File: src/rtl/battle_game_sequencer.sv
// rtl/battle_game_sequencer.sv - battleship game-flow FSM: decision, placement, alternating turns, win
// Optional turn timer enabled by defining TURN_TIMEOUT_EN.
module battle_game_sequencer #(
  parameter int MAX_SHIPS    = 5,
  parameter int CLK_HZ       = 50000000,
  parameter int TURN_SECONDS = 15
) (
  input  logic       clk,
  input  logic       rst,
  input  logic       start,
  input  logic       ships_decided,
  input  logic [2:0] ship_amount,
  input  logic       player_place_done,
  input  logic       cpu_place_done,
  input  logic       player_fire,
  input  logic       player_hit,
  input  logic       cpu_fire,
  input  logic       cpu_hit,
  output logic       decision_State,
  output logic       colocation_ships_State,
  output logic       player_turn,
  output logic       cpu_turn,
  output logic       player_win,
  output logic       cpu_win,
  output logic [2:0] state_code,
  output logic [3:0] turn_secs_left
);

  typedef enum logic [2:0] {
    IDLE     = 3'd0,
    DECISION = 3'd1,
    PLACE_P  = 3'd2,
    PLACE_C  = 3'd3,
    P_TURN   = 3'd4,
    C_TURN   = 3'd5,
    P_WIN    = 3'd6,
    C_WIN    = 3'd7
  } state_t;

  localparam logic [2:0] MAX_CNT = 3'(MAX_SHIPS);

  // Reject parameter values the counters and the 4-bit timer cannot represent.
  if (TURN_SECONDS < 1 || TURN_SECONDS > 15 || CLK_HZ < 1 || MAX_SHIPS < 1 || MAX_SHIPS > 7) begin : g_param_check
    $error("battle_game_sequencer: illegal parameter value");
  end

  state_t     state_q, state_d;
  logic [2:0] amount_q;
  logic [2:0] placed_p_q, placed_c_q, hits_p_q, hits_c_q;
  logic [2:0] placed_p_inc, placed_c_inc, hits_p_inc, hits_c_inc;
  logic       amount_ok;
  logic       timeout;

  // Counters saturate at MAX_SHIPS instead of wrapping.
  function automatic logic [2:0] sat_inc(input logic [2:0] v);
    return (v >= MAX_CNT) ? v : v + 3'd1;
  endfunction

  assign placed_p_inc = sat_inc(placed_p_q);
  assign placed_c_inc = sat_inc(placed_c_q);
  assign hits_p_inc   = sat_inc(hits_p_q);
  assign hits_c_inc   = sat_inc(hits_c_q);
  assign amount_ok    = (ship_amount != 3'd0) && (ship_amount <= MAX_CNT);

  // State register.
  always_ff @(posedge clk or posedge rst) begin
    if (rst) state_q <= IDLE;
    else     state_q <= state_d;
  end

  // Next-state logic; only inputs owned by the current state are looked at.
  always_comb begin
    state_d = state_q;
    case (state_q)
      IDLE:     if (start) state_d = DECISION;
      DECISION: if (ships_decided && amount_ok) state_d = PLACE_P;
      PLACE_P:  if (player_place_done && placed_p_inc == amount_q) state_d = PLACE_C;
      PLACE_C:  if (cpu_place_done && placed_c_inc == amount_q) state_d = P_TURN;
      P_TURN: begin
        if (player_fire) state_d = (player_hit && hits_p_inc == amount_q) ? P_WIN : C_TURN;
        else if (timeout) state_d = C_TURN;
      end
      C_TURN: begin
        if (cpu_fire) state_d = (cpu_hit && hits_c_inc == amount_q) ? C_WIN : P_TURN;
        else if (timeout) state_d = P_TURN;
      end
      P_WIN, C_WIN: if (start) state_d = DECISION;
      default:  state_d = IDLE;
    endcase
  end

  // Output decode from the state register, so outputs move on the state-update edge.
  always_comb begin
    decision_State         = (state_q == DECISION);
    colocation_ships_State = (state_q == PLACE_P) || (state_q == PLACE_C);
    player_turn            = (state_q == P_TURN);
    cpu_turn               = (state_q == C_TURN);
    player_win             = (state_q == P_WIN);
    cpu_win                = (state_q == C_WIN);
    state_code             = state_q;
  end

  // Amount latch and placement/hit counters; counters clear on every entry to DECISION.
  always_ff @(posedge clk or posedge rst) begin
    if (rst) begin
      amount_q   <= 3'd0;
      placed_p_q <= 3'd0;
      placed_c_q <= 3'd0;
      hits_p_q   <= 3'd0;
      hits_c_q   <= 3'd0;
    end else begin
      if (state_q == DECISION && ships_decided && amount_ok) amount_q <= ship_amount;
      if (state_d == DECISION && state_q != DECISION) begin
        placed_p_q <= 3'd0;
        placed_c_q <= 3'd0;
        hits_p_q   <= 3'd0;
        hits_c_q   <= 3'd0;
      end else begin
        if (state_q == PLACE_P && player_place_done)         placed_p_q <= placed_p_inc;
        if (state_q == PLACE_C && cpu_place_done)            placed_c_q <= placed_c_inc;
        if (state_q == P_TURN && player_fire && player_hit)  hits_p_q   <= hits_p_inc;
        if (state_q == C_TURN && cpu_fire && cpu_hit)        hits_c_q   <= hits_c_inc;
      end
    end
  end

`ifdef TURN_TIMEOUT_EN
  localparam int PW = (CLK_HZ > 1) ? $clog2(CLK_HZ) : 1;

  logic [PW-1:0] presc_q;
  logic [3:0]    secs_q;
  logic          in_turn_q, in_turn_d, wrap;

  assign in_turn_q      = (state_q == P_TURN) || (state_q == C_TURN);
  assign in_turn_d      = (state_d == P_TURN) || (state_d == C_TURN);
  assign wrap           = in_turn_q && (presc_q == PW'(CLK_HZ - 1));
  assign timeout        = wrap && (secs_q == 4'd1);
  assign turn_secs_left = secs_q;

  // One-second prescaler and turn countdown; any change of turn (fire or expiry) reloads both.
  always_ff @(posedge clk or posedge rst) begin
    if (rst) begin
      presc_q <= '0;
      secs_q  <= 4'd0;
    end else if (in_turn_d && state_d != state_q) begin
      presc_q <= '0;
      secs_q  <= 4'(TURN_SECONDS);
    end else if (in_turn_d) begin
      if (wrap) begin
        presc_q <= '0;
        secs_q  <= secs_q - 4'd1;
      end else begin
        presc_q <= presc_q + PW'(1);
      end
    end else begin
      presc_q <= '0;
      secs_q  <= 4'd0;
    end
  end
`else
  assign timeout        = 1'b0;
  assign turn_secs_left = 4'd0;
`endif

endmodule

File: config.mk
export PLATFORM = sky130hd
export DESIGN_NAME = battle_game_sequencer
export DESIGN_NICKNAME = d
export VERILOG_FILES = /design/src/rtl/battle_game_sequencer.sv
export SDC_FILE = /design/constraint.sdc
export NUM_CORES = 1
export LEC_CHECK = 0
export ABC_AREA = 1
export BUFFER_PORTS_ARGS = -buffer_cell sky130_fd_sc_hd__buf_2
export CORE_ASPECT_RATIO = 0.8
export CORE_MARGIN = 1
export CORE_UTILIZATION = 44
export CTS_BUF_LIST = sky130_fd_sc_hd__clkbuf_2
export DETAILED_ROUTE_END_ITERATION = 8
export SYNTH_ARGS = -nofsm -noshare
export SYNTH_HDL_FRONTEND = slang
export SYNTH_SLANG_ARGS = --single-unit
File: constraint.sdc
create_clock -name clk -period 2.13 [get_ports clk]
set_input_delay 0.3195 -clock clk [delete_from_list [all_inputs] [get_ports clk]]
set_output_delay 0.3195 -clock clk [all_outputs]
set_load 0.005 [all_outputs]
==> summary.txt <==
leading cell type in the layout, fill and taps excluded - nand2_1
share of layout cells above drive strength 1 - 29.7%
Setup WS post-layout - 26.5 ps
fin util - 60.6%
unrepaired setup endpoints after global routing - yes
share of Yosys cell area claimed by the top area cell type - 28.7%
first-pass GRT wire length - 5730 um
final WL - 3780 um
Rel. slew slack - 51.4%
Seq cells post-synth - 18
fin crit period - 2100 ps
final setup vio count - 0
synthesized area - 1570 um^2
Non-Filler Instances - 323
largest net degree at the start of global routing - 19
syn avg cell area - 6.45 um^2
GP Congestion - 0.797
area leader, netlist - dfrtp_1
Hold Crit Class - input pin to asynchronous set/reset pin
Final nets - 305
die area - 3810 um^2
Req. time, crit path - 2350 ps
vias per cell - 4.81
TritonCTS Buffers - 3
Synthesis Warnings - 0
internal power - 1.27 mW
crit end category - flip-flop
Max clock buf depth - 2
status - finished clean
Post-Route Setup TNS - 0 ps
Post-Synth Simple-Gate Area - 42.4%
Synth Area in Compound Gates - 9.74%
Fin Hold WS - 78.9 ps
Sw Pwr - 1.29 mW
sequential share of power - 27.0%
Diodes inserted - 0
clk sinks - 18
Area Overhead vs Synth - 25.3%
die height - 55.4 um
peak supply drop - 0.000607 V
slew of the pin with the lowest slew margin - 728 ps
Clk pwr share - 6.1%
synthesized-area fraction occupied by adder cells - 6.38%
Antenna Nets Post-Route - 0
clk root buf - clkbuf_2
Achievable Freq - 475 MHz
HPWL Detailed - 2770 um
Distinct cells, synth - 29
Max Slew Vio Count - 0
vias in the first global route - 1223
drc violations - 0
worst path arrival time - 2320 ps
Setup CP Type - flip-flop to flip-flop
initial core utilization - 48.3%
Seq/Total Area, Yosys - 28.7%
max cap viols - 0
Worst-Skew Late Latency - 320 ps
All-Layer GR Usage - 20.2%
main combinational cell family by area after synthesis - simple AND/OR/NAND/NOR gates
core box area - 3240 um^2
initial DRC count - 95
dpl ws - -25.8 ps
CTS tree - done
IO Port Bufs - 21
Row Count - 18
Die X-Extent - 68.7 um
io pins - 26
initial antenna violation count - 0
WL per Instance - 11.7 um
Worst Path Max Fanout - 6
Pleak - 1.05 nW
Setup Skew - 15.1 ps
H-Tree Depth - 1
fin crit share - 98.8%
Switching Share - 50.4%
clock transition at the registers of the reported paths - 190 ps
dpl cells - 309
power per cell area - 1300 nW/um^2
CP startpoint kind - flip-flop
mux share of post-synthesis cell area - 0%
xor/xnor cell area share of the yosys netlist - 0.559%
GR Overflow Total - 0
Fin. Hold Viols - 0
DRT Pass-1 Iters - 4
routed vias - 1553
synth top area cells - dfrtp_1 (29%), nand2_1 (17%), nand3_1 (10%)
Post-Syn Instances - 243
power share of the combinational group - 66.9%
most frequent cells in the layout - nand2_1 (64), inv_1 (34), nand3_1 (29), buf_2 (21), dfrtp_1 (18)
==> registers in the layout, summed over array words and instances (netlist names) <==
signal and cells:
amount_q 3, hits_c_q 3, hits_p_q 3, placed_c_q 3
placed_p_q 3, state_code 3
==> layer usage <==
layer	track usage, %	wire length (um)	part of all wire [%]
met3	4.34	180	4.8
met2	29.8	1670	44
met4	3.50	19	0.50
met5	0	0	0
met1	30.1	1910	51
==> final timing paths <==
| check | from | end | slack, ps | cells past startpoint |
|---|---|---|---|---|
| setup / recovery | hits_c_q[1] | placed_p_q[1] | 30 | 14 |
| hold / removal | rst | hits_p_q[2] | 80 | 2 |
| setup reg to reg | hits_c_q[1] | placed_p_q[1] | 30 | 14 |
| hold reg to reg | hits_p_q[1] | hits_p_q[1] | 640 | 2 |
| max in group asynchronous | rst | amount_q[1] | 1580 | 2 |
| min in group clk | ship_amount[0] | amount_q[0] | 270 | 3 |
==> repair_timing <==
action,CTS,global route
setup endpoints to repair,12,12
gates cloned,0,1
hold buffers,0,0
gates resized for setup,0,25
setup buffers,1,8
pin swaps,0,15
==> cell type report <==
type	instances	area [um^2]
inverter	38	143
sequential	18	450
multi-input combinational	185	1040
timing repair buffer	38	267
tap	40	50.0
fill	320	1280
clock inverter	1	3.75
clock buffer	3	15.0
==> worst max-delay path, stage by stage (launching register included) <==
cell and delay [ps]:
dfrtp_1 450, buf_6 140, ha_4 140, or2_4 260
nand3_2 60, nand2_2 60, nor2_4 120, nand3_2 90
nand2_1 70, inv_1 30, nand4_1 90, nand2_2 90
nor2_4 180, clkbuf_16 180, nor2_2 30
==> power by group through the flow <==
stage | Clock (mW) | Sequential [mW] | Combinational [mW]
after CTS | 0.164 | 0.673 | 1.45
after global placement | 0 | 0.686 | 1.43
final | 0.156 | 0.690 | 1.71
after global routing | 0.176 | 0.717 | 1.94
after floorplan | 0 | 0.649 | 1.06
after detailed placement | 0 | 0.687 | 1.42
==> cells in the mapped netlist (all sizes together) <==
cell,instances
a21oi,10
buf,5
conb,1
dfrtp,18
ha,8
inv,38
nand2,71
nand3,34
nand3b,1
nand4,1
nor2,32
nor3,3
o2111ai,1
o211ai,2
o21a,1
o21ai,12
o31ai,1
or2,3
xnor2,1
==> logic make-up (layout without fill, tap and decap cells) <==
| family | count (synthesis) | in the layout |
|---|---|---|
| xor+xnor | 1 | 1 |
| compound gates | 27 | 27 |
| fa+ha+maj | 8 | 8 |
| other cells | 1 | 4 |
| buf+inv | 43 | 80 |
| simple gates | 145 | 145 |
| flops | 18 | 18 |
==> metrics by stage <==
stage          total power, mW  area (um^2)
2_1_floorplan             1.71         1580
3_3_place_gp              2.11         1750
3_5_place_dp              2.11         1750
4_1_cts                   2.29         1780
5_1_grt                   2.84         1960
6_report                  2.55         1960
Note: power is estimated with default switching activity, not from simulation.
